**config.mk**
```make
export PLATFORM = sky130hd
export DESIGN_NAME = uart_tx_mmio_flat
export DESIGN_NICKNAME = d
export VERILOG_FILES = /design/src/rtl/uart_pkg.sv /design/src/rtl/uart_tx_mmio_if.sv /design/src/rtl/uart_tx_fifo.sv /design/src/rtl/uart_tx_mmio.sv /design/src/flat_wrapper.sv
export SDC_FILE = /design/constraint.sdc
export NUM_CORES = 1
export LEC_CHECK = 0
export ABC_AREA = 1
export CAP_MARGIN = 40
export CELL_PAD_IN_SITES_DETAIL_PLACEMENT = 0
export CELL_PAD_IN_SITES_GLOBAL_PLACEMENT = 1
export CORE_UTILIZATION = 25
export CTS_BUF_LIST = sky130_fd_sc_hd__clkbuf_16
export DETAILED_ROUTE_END_ITERATION = 12
export HOLD_SLACK_MARGIN = 0.05
export PLACE_DENSITY = 0.56
export SLEW_MARGIN = 20
export SYNTH_ARGS = -nofsm -noshare
export SYNTH_HDL_FRONTEND = slang
export SYNTH_SLANG_ARGS = --single-unit
```
**constraint.sdc**
```tcl
create_clock -name clk -period 3.3 [get_ports clk]
set_input_delay 0.66 -clock clk [delete_from_list [all_inputs] [get_ports clk]]
set_output_delay 0.66 -clock clk [all_outputs]
set_load 0.005 [all_outputs]
```
**src/rtl/uart_pkg.sv**
```systemverilog
`default_nettype none
// +----------------------------------------------------------------------+
// | uart_pkg: register offsets, STATUS bit positions and TX FSM states.  |
// | Rev 1.0                                                              |
// +----------------------------------------------------------------------+
package uart_pkg;

  localparam logic [1:0] OFF_TXDATA  = 2'd0;
  localparam logic [1:0] OFF_STATUS  = 2'd1;
  localparam logic [1:0] OFF_BAUDDIV = 2'd2;

  localparam int STAT_BUSY   = 0;
  localparam int STAT_FULL   = 1;
  localparam int STAT_EMPTY  = 2;
  localparam int STAT_OVF    = 3;
  localparam int STAT_PARITY = 4;
  localparam int STAT_COUNT  = 8;

  typedef enum logic [2:0] {
    S_IDLE   = 3'd0,
    S_START  = 3'd1,
    S_DATA   = 3'd2,
    S_PARITY = 3'd3,
    S_STOP   = 3'd4
  } tx_state_e;

endpackage
`default_nettype wire

```
**src/rtl/uart_tx_mmio_if.sv**
```systemverilog
`default_nettype none
// +----------------------------------------------------------------------+
// | uart_tx_mmio_if: CPU data-bus slice seen by the UART register block. |
// | Rev 1.0                                                              |
// +----------------------------------------------------------------------+
interface uart_tx_mmio_if;
  logic        sel;
  logic        wen;
  logic [3:0]  addr;
  logic [31:0] wdata;
  logic [31:0] rdata;

  modport master (output sel, output wen, output addr, output wdata, input rdata);
  modport slave  (input sel, input wen, input addr, input wdata, output rdata);
endinterface
`default_nettype wire

```
**src/rtl/uart_tx_fifo.sv**
```systemverilog
`default_nettype none
// +----------------------------------------------------------------------+
// | uart_tx_fifo: synchronous byte FIFO with push/pop/full/empty/count.  |
// | Rev 1.0                                                              |
// +----------------------------------------------------------------------+
module uart_tx_fifo #(
  parameter int DEPTH = 16
) (
  input  wire logic                   clk,
  input  wire logic                   rst,
  input  wire logic                   push,
  input  wire logic                   pop,
  input  wire logic [7:0]             din,
  output logic      [7:0]             dout,
  output logic                        full,
  output logic                        empty,
  output logic      [$clog2(DEPTH):0] count
);
  localparam int AW = $clog2(DEPTH);

  logic [7:0]    mem [DEPTH];
  logic [AW-1:0] wr_ptr;
  logic [AW-1:0] rd_ptr;
  logic          do_push;
  logic          do_pop;

  assign full    = (count == (AW+1)'(DEPTH));
  assign empty   = (count == '0);
  assign do_pop  = pop & ~empty;
  // A pop on the same edge frees the slot, so a push into a full FIFO still lands.
  assign do_push = push & (~full | do_pop);
  assign dout    = mem[rd_ptr];

  always_ff @(posedge clk) begin
    if (do_push) mem[wr_ptr] <= din;
  end

  always_ff @(posedge clk) begin
    if (rst) begin
      wr_ptr <= '0;
      rd_ptr <= '0;
      count  <= '0;
    end else begin
      if (do_push) wr_ptr <= wr_ptr + 1'b1;
      if (do_pop)  rd_ptr <= rd_ptr + 1'b1;
      case ({do_push, do_pop})
        2'b10:   count <= count + 1'b1;
        2'b01:   count <= count - 1'b1;
        default: ;
      endcase
    end
  end
endmodule
`default_nettype wire

```
**src/rtl/uart_tx_mmio.sv**
```systemverilog
`default_nettype none
// +----------------------------------------------------------------------+
// | uart_tx_mmio: memory-mapped 8N1 UART transmitter with TX FIFO.       |
// | Define UART_TX_PARITY_EN for 8E1 frames. Rev 1.0                     |
// +----------------------------------------------------------------------+
module uart_tx_mmio
  import uart_pkg::*;
#(
  parameter int FIFO_DEPTH  = 16,
  parameter int DIV_W       = 16,
  parameter int DEFAULT_DIV = 868
) (
  input  wire logic       clk,
  input  wire logic       rst,
  uart_tx_mmio_if.slave   bus,
  output logic            txd,
  output logic            irq
);
  localparam int CNT_W = $clog2(FIFO_DEPTH) + 1;
`ifdef UART_TX_PARITY_EN
  localparam logic PARITY_EN = 1'b1;
`else
  localparam logic PARITY_EN = 1'b0;
`endif

  tx_state_e        state;
  logic [DIV_W-1:0] baud_div;
  logic [DIV_W-1:0] frame_div;
  logic [DIV_W-1:0] div_cnt;
  logic [DIV_W-1:0] next_div;
  logic [2:0]       bit_idx;
  logic [7:0]       shreg;
  logic             overflow;
`ifdef UART_TX_PARITY_EN
  logic             par_bit;
`endif
  logic [7:0]       fifo_dout;
  logic             fifo_full;
  logic             fifo_empty;
  logic [CNT_W-1:0] fifo_count;
  logic [1:0]       offset;
  logic             wr_txdata;
  logic             wr_status;
  logic             wr_bauddiv;
  logic             busy;
  logic             bit_end;
  logic             launch;
  logic             unused_bits;

  assign offset      = bus.addr[3:2];
  assign wr_txdata   = bus.sel & bus.wen & (offset == OFF_TXDATA);
  assign wr_status   = bus.sel & bus.wen & (offset == OFF_STATUS);
  assign wr_bauddiv  = bus.sel & bus.wen & (offset == OFF_BAUDDIV);
  assign busy        = (state != S_IDLE);
  assign bit_end     = (div_cnt == '0);
  assign launch      = ~fifo_empty & ((state == S_IDLE) | ((state == S_STOP) & bit_end));
  assign next_div    = (baud_div == '0) ? DIV_W'(1) : baud_div;
  assign irq         = fifo_empty & ~busy;
  assign unused_bits = ^{bus.addr[1:0], bus.wdata};

  uart_tx_fifo #(.DEPTH(FIFO_DEPTH)) u_fifo (
    .clk   (clk),
    .rst   (rst),
    .push  (wr_txdata),
    .pop   (launch),
    .din   (bus.wdata[7:0]),
    .dout  (fifo_dout),
    .full  (fifo_full),
    .empty (fifo_empty),
    .count (fifo_count)
  );

  always_ff @(posedge clk) begin
    if (rst) begin
      baud_div <= DIV_W'(DEFAULT_DIV);
      overflow <= 1'b0;
    end else begin
      if (wr_bauddiv) baud_div <= bus.wdata[DIV_W-1:0];
      if (wr_status && bus.wdata[STAT_OVF]) overflow <= 1'b0;
      if (wr_txdata && fifo_full && !launch) overflow <= 1'b1;
    end
  end

  always_comb begin
    bus.rdata = '0;
    case (offset)
      OFF_STATUS: begin
        bus.rdata[STAT_BUSY]            = busy;
        bus.rdata[STAT_FULL]            = fifo_full;
        bus.rdata[STAT_EMPTY]           = fifo_empty;
        bus.rdata[STAT_OVF]             = overflow;
        bus.rdata[STAT_PARITY]          = PARITY_EN;
        bus.rdata[STAT_COUNT +: CNT_W]  = fifo_count;
      end
      OFF_BAUDDIV: bus.rdata[DIV_W-1:0] = baud_div;
      default: ;
    endcase
  end

  always_ff @(posedge clk) begin
    if (rst) begin
      state     <= S_IDLE;
      txd       <= 1'b1;
      frame_div <= DIV_W'(DEFAULT_DIV);
      div_cnt   <= '0;
      bit_idx   <= '0;
      shreg     <= '0;
`ifdef UART_TX_PARITY_EN
      par_bit   <= 1'b0;
`endif
    end else if (launch) begin
      // Divider is sampled only here, so mid-frame BAUDDIV writes wait for the next START.
      state     <= S_START;
      txd       <= 1'b0;
      bit_idx   <= '0;
      shreg     <= fifo_dout;
      frame_div <= next_div;
      div_cnt   <= next_div - 1'b1;
`ifdef UART_TX_PARITY_EN
      par_bit   <= ^fifo_dout;
`endif
    end else if (state != S_IDLE) begin
      if (!bit_end) begin
        div_cnt <= div_cnt - 1'b1;
      end else begin
        div_cnt <= frame_div - 1'b1;
        case (state)
          S_START: begin
            state <= S_DATA;
            txd   <= shreg[0];
            shreg <= {1'b0, shreg[7:1]};
          end
          S_DATA: begin
            bit_idx <= bit_idx + 1'b1;
            if (bit_idx == 3'd7) begin
`ifdef UART_TX_PARITY_EN
              state <= S_PARITY;
              txd   <= par_bit;
`else
              state <= S_STOP;
              txd   <= 1'b1;
`endif
            end else begin
              txd   <= shreg[0];
              shreg <= {1'b0, shreg[7:1]};
            end
          end
          S_PARITY: begin
            state <= S_STOP;
            txd   <= 1'b1;
          end
          default: begin
            state <= S_IDLE;
            txd   <= 1'b1;
          end
        endcase
      end
    end
  end
endmodule
`default_nettype wire

```
**src/flat_wrapper.sv**
```systemverilog
// flat-port wrapper written by rule: the top's interface ports become plain ports
module uart_tx_mmio_flat import uart_pkg::*;
#(
  parameter int FIFO_DEPTH  = 16,
  parameter int DIV_W       = 16,
  parameter int DEFAULT_DIV = 868
)
  (clk, rst, txd, irq, bus_sel, bus_wen, bus_addr, bus_wdata, bus_rdata);
  uart_tx_mmio_if bus_i ();
  input  wire logic clk;
  input  wire logic rst;
  output logic txd;
  output logic irq;
  input wire logic [$bits(bus_i.sel)-1:0] bus_sel;
  input wire logic [$bits(bus_i.wen)-1:0] bus_wen;
  input wire logic [$bits(bus_i.addr)-1:0] bus_addr;
  input wire logic [$bits(bus_i.wdata)-1:0] bus_wdata;
  output wire logic [$bits(bus_i.rdata)-1:0] bus_rdata;
  assign bus_i.sel = bus_sel;
  assign bus_i.wen = bus_wen;
  assign bus_i.addr = bus_addr;
  assign bus_i.wdata = bus_wdata;
  assign bus_rdata = bus_i.rdata;
  uart_tx_mmio #(.FIFO_DEPTH(FIFO_DEPTH), .DIV_W(DIV_W), .DEFAULT_DIV(DEFAULT_DIV)) u_core (.clk(clk), .rst(rst), .bus(bus_i), .txd(txd), .irq(irq));
endmodule
```
Word-level counts from Yosys, hierarchy flattened

Memory sizes are Yosys's and may differ from the RTL's. A register that Yosys moved wholly into a read port is not among the register bits.
Cells that the tools add are included.

Register bits after elaboration: 77
Memory bits (writable): 128
Memories kept: 1

Reductions and logical operators: 21
Bitwise operators: 14
Add/sub/neg operators: 8
Mux-type cells: 30
Equal/unequal tests: 13

Memory list:

| memory            | words | width | read ports | clocked after memory_dff | write ports | RTL line           | RTL |
|---|---|---|---|---|---|---|---|
| u_core.u_fifo.mem | 16    | 8     | 1          | 1                        | 1           | uart_tx_fifo.sv:21 | `logic [7:0] mem [DEPTH];` |

Operators with widths:

| operator                                                             | count |
|---|---|
| 16-bit two-way mux                                                   | 4 |
| 16-bit by 1-bit subtractor with 16-bit output, second input constant | 3 |
| 16-bit logical NOT                                                   | 2 |
| 8-bit two-way mux                                                    | 4 |
| 5-bit case mux with 2 select lines                                   | 3 |
| 8-bit case mux with 2 select lines                                   | 1 |
| 1-bit two-way mux                                                    | 11 |
| 1-bit AND                                                            | 9 |
| 3-bit two-way mux                                                    | 3 |
| 3-bit case mux with 3 select lines                                   | 1 |
| 3-bit AND reduction                                                  | 3 |
| 4-bit by 1-bit adder with 4-bit output, second input constant        | 2 |
| 4-bit two-way mux                                                    | 2 |
| 2-bit nonzero test                                                   | 4 |
| 3-bit by 2-bit == test with 1-bit output, second input constant      | 2 |
| 3-bit == test, second input constant                                 | 2 |
| 3-bit nonzero test                                                   | 2 |
| 5-bit by 1-bit adder with 5-bit output, second input constant        | 1 |
| 5-bit == test, second input constant                                 | 1 |
| 5-bit logical NOT                                                    | 1 |
| 5-bit by 1-bit subtractor with 5-bit output, second input constant   | 1 |
| 2-bit by 1-bit == test with 1-bit output, second input constant      | 2 |
| 2-bit == test, second input constant                                 | 2 |
| 4-bit AND reduction                                                  | 1 |
| 14 further kinds                                                     | 19 |

Logic depth before layout (Yosys ltp)

Gate-level depths: netlist of run 1.

Word-level depth: 9
Mapped depth: 18
Gate-level depth less buffers: 18

By module

From an unflattened synthesis of run 1, not the netlist that was laid out.

Cell total of the unflattened synthesis: 1100
Area total of the unflattened synthesis: 9845.7 um^2

By module, submodules not included:

| module       | sequential area each (um^2) | times used | cells each | area an instance (um^2) |
|---|---|---|---|---|
| uart_tx_fifo | 4184.0                      | 1          | 536        | 6152.2 |
| uart_tx_mmio | 1281.2                      | 1          | 564        | 3693.5 |

Least setup slack after synthesis of run 1

No wires, ideal clock.

Path type: register -> register
Start point: register u_core.div_cnt[2]
End point: register u_core.u_fifo.count[4]
Required time: 3.178 ns
Path slack: 0.989 ns
Path buffers: 0
Arrival time: 2.189 ns
Cell stages (with the launch flop): 18
Path through: dfxtp_1 > nor2_1 > nand2_1 > nor2_4 > nand2_4 > nand2_4 > nand2_4 > inv_1 > nand2_1 > fa_1 > inv_1 > a21oi_1 > inv_1 > a21oi_1 > o21ai_0 > o21ai_0 > o21ai_0 > a21oi_1

Cells in the longest elaborated chain, start to end: 9

RTL lines:

| element                                                                   | RTL line            | RTL |
|---|---|---|
| from (decl)                                                               | uart_tx_mmio.sv:29  | `logic [DIV_W-1:0] div_cnt;` |
| from (signal assigned)                                                    | uart_tx_mmio.sv:118 | `div_cnt <= next_div - 1'b1;` |
| from (signal assigned)                                                    | uart_tx_mmio.sv:124 | `div_cnt <= div_cnt - 1'b1;` |
| from (signal assigned)                                                    | uart_tx_mmio.sv:126 | `div_cnt <= frame_div - 1'b1;` |
| 16-bit logical NOT (*)                                                    | uart_tx_mmio.sv:55  | `assign bit_end = (div_cnt == '0);` |
| 1-bit AND (*)                                                             | uart_tx_mmio.sv:56  | `assign launch = ~fifo_empty & ((state == S_IDLE) \| ((state == S_STOP) & bit_end));` |
| 1-bit OR (*)                                                              | uart_tx_mmio.sv:56  |  |
| 1-bit AND (*)                                                             | uart_tx_mmio.sv:56  |  |
| 1-bit AND (*)                                                             | uart_tx_fifo.sv:29  | `assign do_pop = pop & ~empty;` |
| 1-bit OR                                                                  | uart_tx_fifo.sv:31  | `assign do_push = push & (~full \| do_pop);` |
| 1-bit AND                                                                 | uart_tx_fifo.sv:31  |  |
| 2-bit by 1-bit == test with 1-bit output or 2-bit == test (tied branches) | uart_tx_fifo.sv:46  | `case ({do_push, do_pop})` |
| 5-bit case mux with 2 select lines or 2-bit nonzero test (tied branches)  | n/a                 |  |
| to (signal assigned)                                                      | uart_tx_fifo.sv:47  | `2'b10: count <= count + 1'b1;` |
| to (signal assigned)                                                      | uart_tx_fifo.sv:48  | `2'b01: count <= count - 1'b1;` |
| to (decl)                                                                 | uart_tx_fifo.sv:17  | `output logic [$clog2(DEPTH):0] count` |

Mark *: on every way between the ends. The rest lies on a longest branch, timed or not.
A chain may end at the register's enable or synchronous reset.

Final worst setup path of run 1

Start point: input port bus_addr[2]
End point: output port bus_rdata[1]

Cells in the longest elaborated chain, start to end: 2

RTL lines:

| element                                                                   | RTL line           | RTL |
|---|---|---|
| from (decl)                                                               | flat_wrapper.sv:16 | `input wire logic [$bits(bus_i.addr)-1:0] bus_addr;` |
| 2-bit == test or 2-bit by 1-bit == test with 1-bit output (tied branches) | uart_tx_mmio.sv:86 | `case (offset)` |
| 5-bit case mux with 2 select lines (*)                                    | uart_tx_mmio.sv:86 |  |
| to (decl)                                                                 | flat_wrapper.sv:18 | `output wire logic [$bits(bus_i.rdata)-1:0] bus_rdata;` |

Marked as above.

==> metrics.cfg, run 1 <==
[run_status]
status = completed

[cells_and_area]
n_antenna_cell = 0
multiInputGateArea_mm2 = 0.003432
finish.instance_area_mm2 = 0.01142
drive_gt1_share_pct = 9.472
stdcell_count = 1609
layout.cells.most_common = nand2_1
num-fill-cells = 3964
syn2layout_area_growth_pct = 18.59
seq_area_mm2 = 0.005469
fin_nets = 1135
most-common-layout-cells = nand2_1 (171), edfxtp_1 (128), inv_1 (126), a21oi_1 (98), dfxtp_1 (80)

[clock_network]
insertion_delay_ns = 0.54
cts-hold-fix-buffers = 0
cts_sinks = 209
cts_htree_levels = 1
cts.clk_slew.worst_paths_ns = 0.06
cts_root_buffer = clkbuf_16
cts_tree = built
cts_buffers = 24
clockBufferDepth = 3

[synthesis]
yosysUniqueCellTypes = 41
ys_seq_elements = 209
synth_area_per_cell_um2 = 9.383
seq_area_frac_synth_pct = 56.77
synth.yosys.warnings = 0
netlist_instances = 1026
syn_area_mm2 = 0.009627

[timing]
fmax_ghz = 0.3219
worst_slew_pin_slew_ns = 0.8009
max-slew-margin-rel_pct = 46.44
setup_ws_ns = 0.1938
hold_viol_final = 0
post-route-period-util_pct = 94.13
skew_ns = 0.02838
timing.final.crit_period_ns = 3.106
rsz0062_at_grt = no
setup-violations-final = 0
final_max_slew_viol_count = 0
fin_setup_tns_ns = 0

[critical_path]
end_kind = primary output
slowest_stage = clkdlybuf4s50_1
timing.rr.start = u_core.u_fifo.count[0]$_SDFFE_PP0P_
required_ns = 2.64
cp.arrival_ns = 2.45
worstPathMaxFanout = 9
critPathTopFamily = buffers and inverters
path_cells = clkdlybuf4s50_1 > inv_1 > ha_1 > clkinv_1 > a21oi_1 > clkdlybuf4s50_1
slowest_delay_ns = 0.55
cp_common_cell = clkdlybuf4s50_1
r2r_setup_slack_ns = 0.41
r2r-end = u_core.u_fifo.count[4]$_SDFFE_PP0P_
crit_type = in2out
crit_path_start_kind = primary input
r2r_cells = 16
cp_num_buf_inv = 4

[global_route]
grt_max_degree = 50
grt_remaining_overflow = 0
antenna_found_initial = 0
grt_pass1_wl_mm = 39.72
track_usage_pct = 13.15
grt_pass1_vias = 6961

[detailed_routing]
routed_wl_mm = 25.49
drc = 0
wl_met1_mm = 12.36
via_per_inst = 4.389
post_drt_wl_per_cell_um = 15.84
drt_pass1_iterations = 5
dr_wl_met2_mm = 11.95
routed.top_layer = met4
wl_met3_um = 801
drt-initial-drc-count = 347
vias = 7062
ant_nets = 0

[placed_design]
place_ws_ns = 0.1817
dpl.cell_count = 1563
portBuffers = 39
gp_congestion = 0.7696
hpwl_mm = 17.10
place_area_mm2 = 0.01067

[power]
p_int_mw = 5.463
ir_drop_mv = 0.3957
leakage_nw = 4.443
p_per_area_mw_per_mm2 = 788.2
p_total_mw = 8.998
p_sw_mw = 3.535
comb_power_share_pct = 37.6
p_seq_share_pct = 35.6
p_sw_share_pct = 39.29
p_clk_share_pct = 26.9

[hold_path]
min_to = u_core.frame_div[2]$_SDFFE_PP1N_
whs_path_depth = 2
min_from = u_core.frame_div[2]$_SDFFE_PP1N_
hold_path.class = reg2reg

[floorplanning]
fp.dieH_um = 198.2
row_count = 71
die_w_um = 198.2
initial_core_util_pct = 25.50
die-area_mm2 = 0.03930
io_pins = 74
core_region_area_mm2 = 0.03776

[flow_run]
drv_cap = 0

==> power by group through the flow <==
stage | registers, mW | logic [mW] | clock network, mW
2_1_floorplan | 3.16 | 2.52 | 0
3_3_place_gp | 3.25 | 3.40 | 0
3_5_place_dp | 3.26 | 3.41 | 0
4_1_cts | 3.20 | 3.42 | 2.49
5_1_grt | 3.23 | 3.85 | 2.59
6_report | 3.20 | 3.38 | 2.42
==> tightest hold or removal path, delay by kind of cell (launching register included) <==
family,cells,cell delay [ns]
flip-flops,1,0.33
AND/OR/NAND/NOR,2,0.10
==> through the flow <==
| stage | hold slack (ns) | utilization [%] |
|---|---|---|
| final | 0.4580 | 30.24 |
| after floorplan | 0.4295 | - |
| after global routing | 0.4803 | 30.24 |
| after CTS | 0.4597 | 30.16 |
| after detailed placement | 0.4443 | 28.26 |
| after global placement | 0.4421 | 28.26 |
==> layer usage <==
metal / track usage, % / vias to the layer above
li1: - / 3557
met1: 17.81 / 3372
met2: 21.90 / 105
met3: 1.891 / 28
met4: 3.302 / 0
met5: 0 / -
==> worst max path at each step <==
stage | from | endpoint | cells past startpoint
6_report | bus_addr[2] | bus_rdata[1] | 6
5_1_grt | u_core.u_fifo.count[0]$_SDFFE_PP0P_ | u_core.u_fifo.count[4]$_SDFFE_PP0P_ | 16
4_1_cts | bus_addr[2] | bus_rdata[0] | 6
3_5_place_dp | bus_addr[2] | bus_rdata[0] | 6
3_3_place_gp | bus_addr[2] | bus_rdata[0] | 6
2_1_floorplan | u_core.div_cnt[2]$_SDFFE_PP0P_ | u_core.u_fifo.count[4]$_SDFFE_PP0P_ | 17
==> flip-flops by register name, summed over array words and instances, names as in the netlist, 4 cells and up, named ones only <==
| signal | count |
|---|---|
| u_core.baud_div | 16 |
| u_core.u_fifo.wr_ptr | 4 |
| u_core.div_cnt | 16 |
| u_core.u_fifo.mem | 128 |
| u_core.u_fifo.rd_ptr | 4 |
| u_core.frame_div | 16 |
| u_core.shreg | 8 |
| u_core.u_fifo.count | 5 |
==> synth_stat cells, drive strengths merged <==
library cell  count  area share (%)
a21boi            1           0.078
a21oi            99             5.2
a311oi            1           0.091
a31o              1           0.091
a31oi             3            0.19
and3              1           0.065
buf              31             2.1
clkbuf           32             1.2
clkinv            3            0.12
conb              1           0.039
dfxtp            81              17
edfxtp          128              40
fa                1            0.21
ha               14             1.8
inv             120             4.7
mux2i            32             3.3
nand2           188             8.0
nand3            78             4.1
nand4             6            0.39
nor2             79             3.7
nor3              2            0.10
nor3b             1           0.078
nor4              1           0.065
o211ai           33             2.6
o21a              1           0.078
o21ai            79             4.1
o21bai            4            0.31
o221ai            1           0.091
o22ai             1           0.065
xor2              3            0.27
==> cell families (layout without fill, tap and decap cells) <==
group | Yosys count | in the layout | share of synthesized area, %
other | 1 | 16 | 0.03895
adder cells (fa/ha/maj) | 15 | 15 | 2.028
XOR/XNOR | 3 | 3 | 0.2730
multiplexers | 32 | 32 | 3.327
buffers and inverters | 186 | 243 | 8.162
flip-flops | 209 | 209 | 56.77
AND/OR/NAND/NOR | 356 | 356 | 16.53
AO/OA/AOI/OAI | 224 | 224 | 12.87
==> cell type report <==
class                      instances  share of cell area [%]
multi-input combinational        646                   30.06
timing repair buffer              76                   6.061
inverter                         123                   4.066
clock inverter                    20                   1.041
tap                              511                   5.601
sequential                       209                   47.91
clock buffer                      24                   5.261
==> repair_timing <==
item,CTS,global route
endpoints found under the setup margin,0,1
gates resized for setup,0,2
buffers inserted,0,0
No activity file was read; power rests on OpenSTA's default activity.
==> inputs of run 2 (changes only) <==
- ABC_CLOCK_PERIOD_IN_PS: default -> 3300
==> results of run 2 <==
The final DEF is identical to that of run 1; final timing and power are the same.
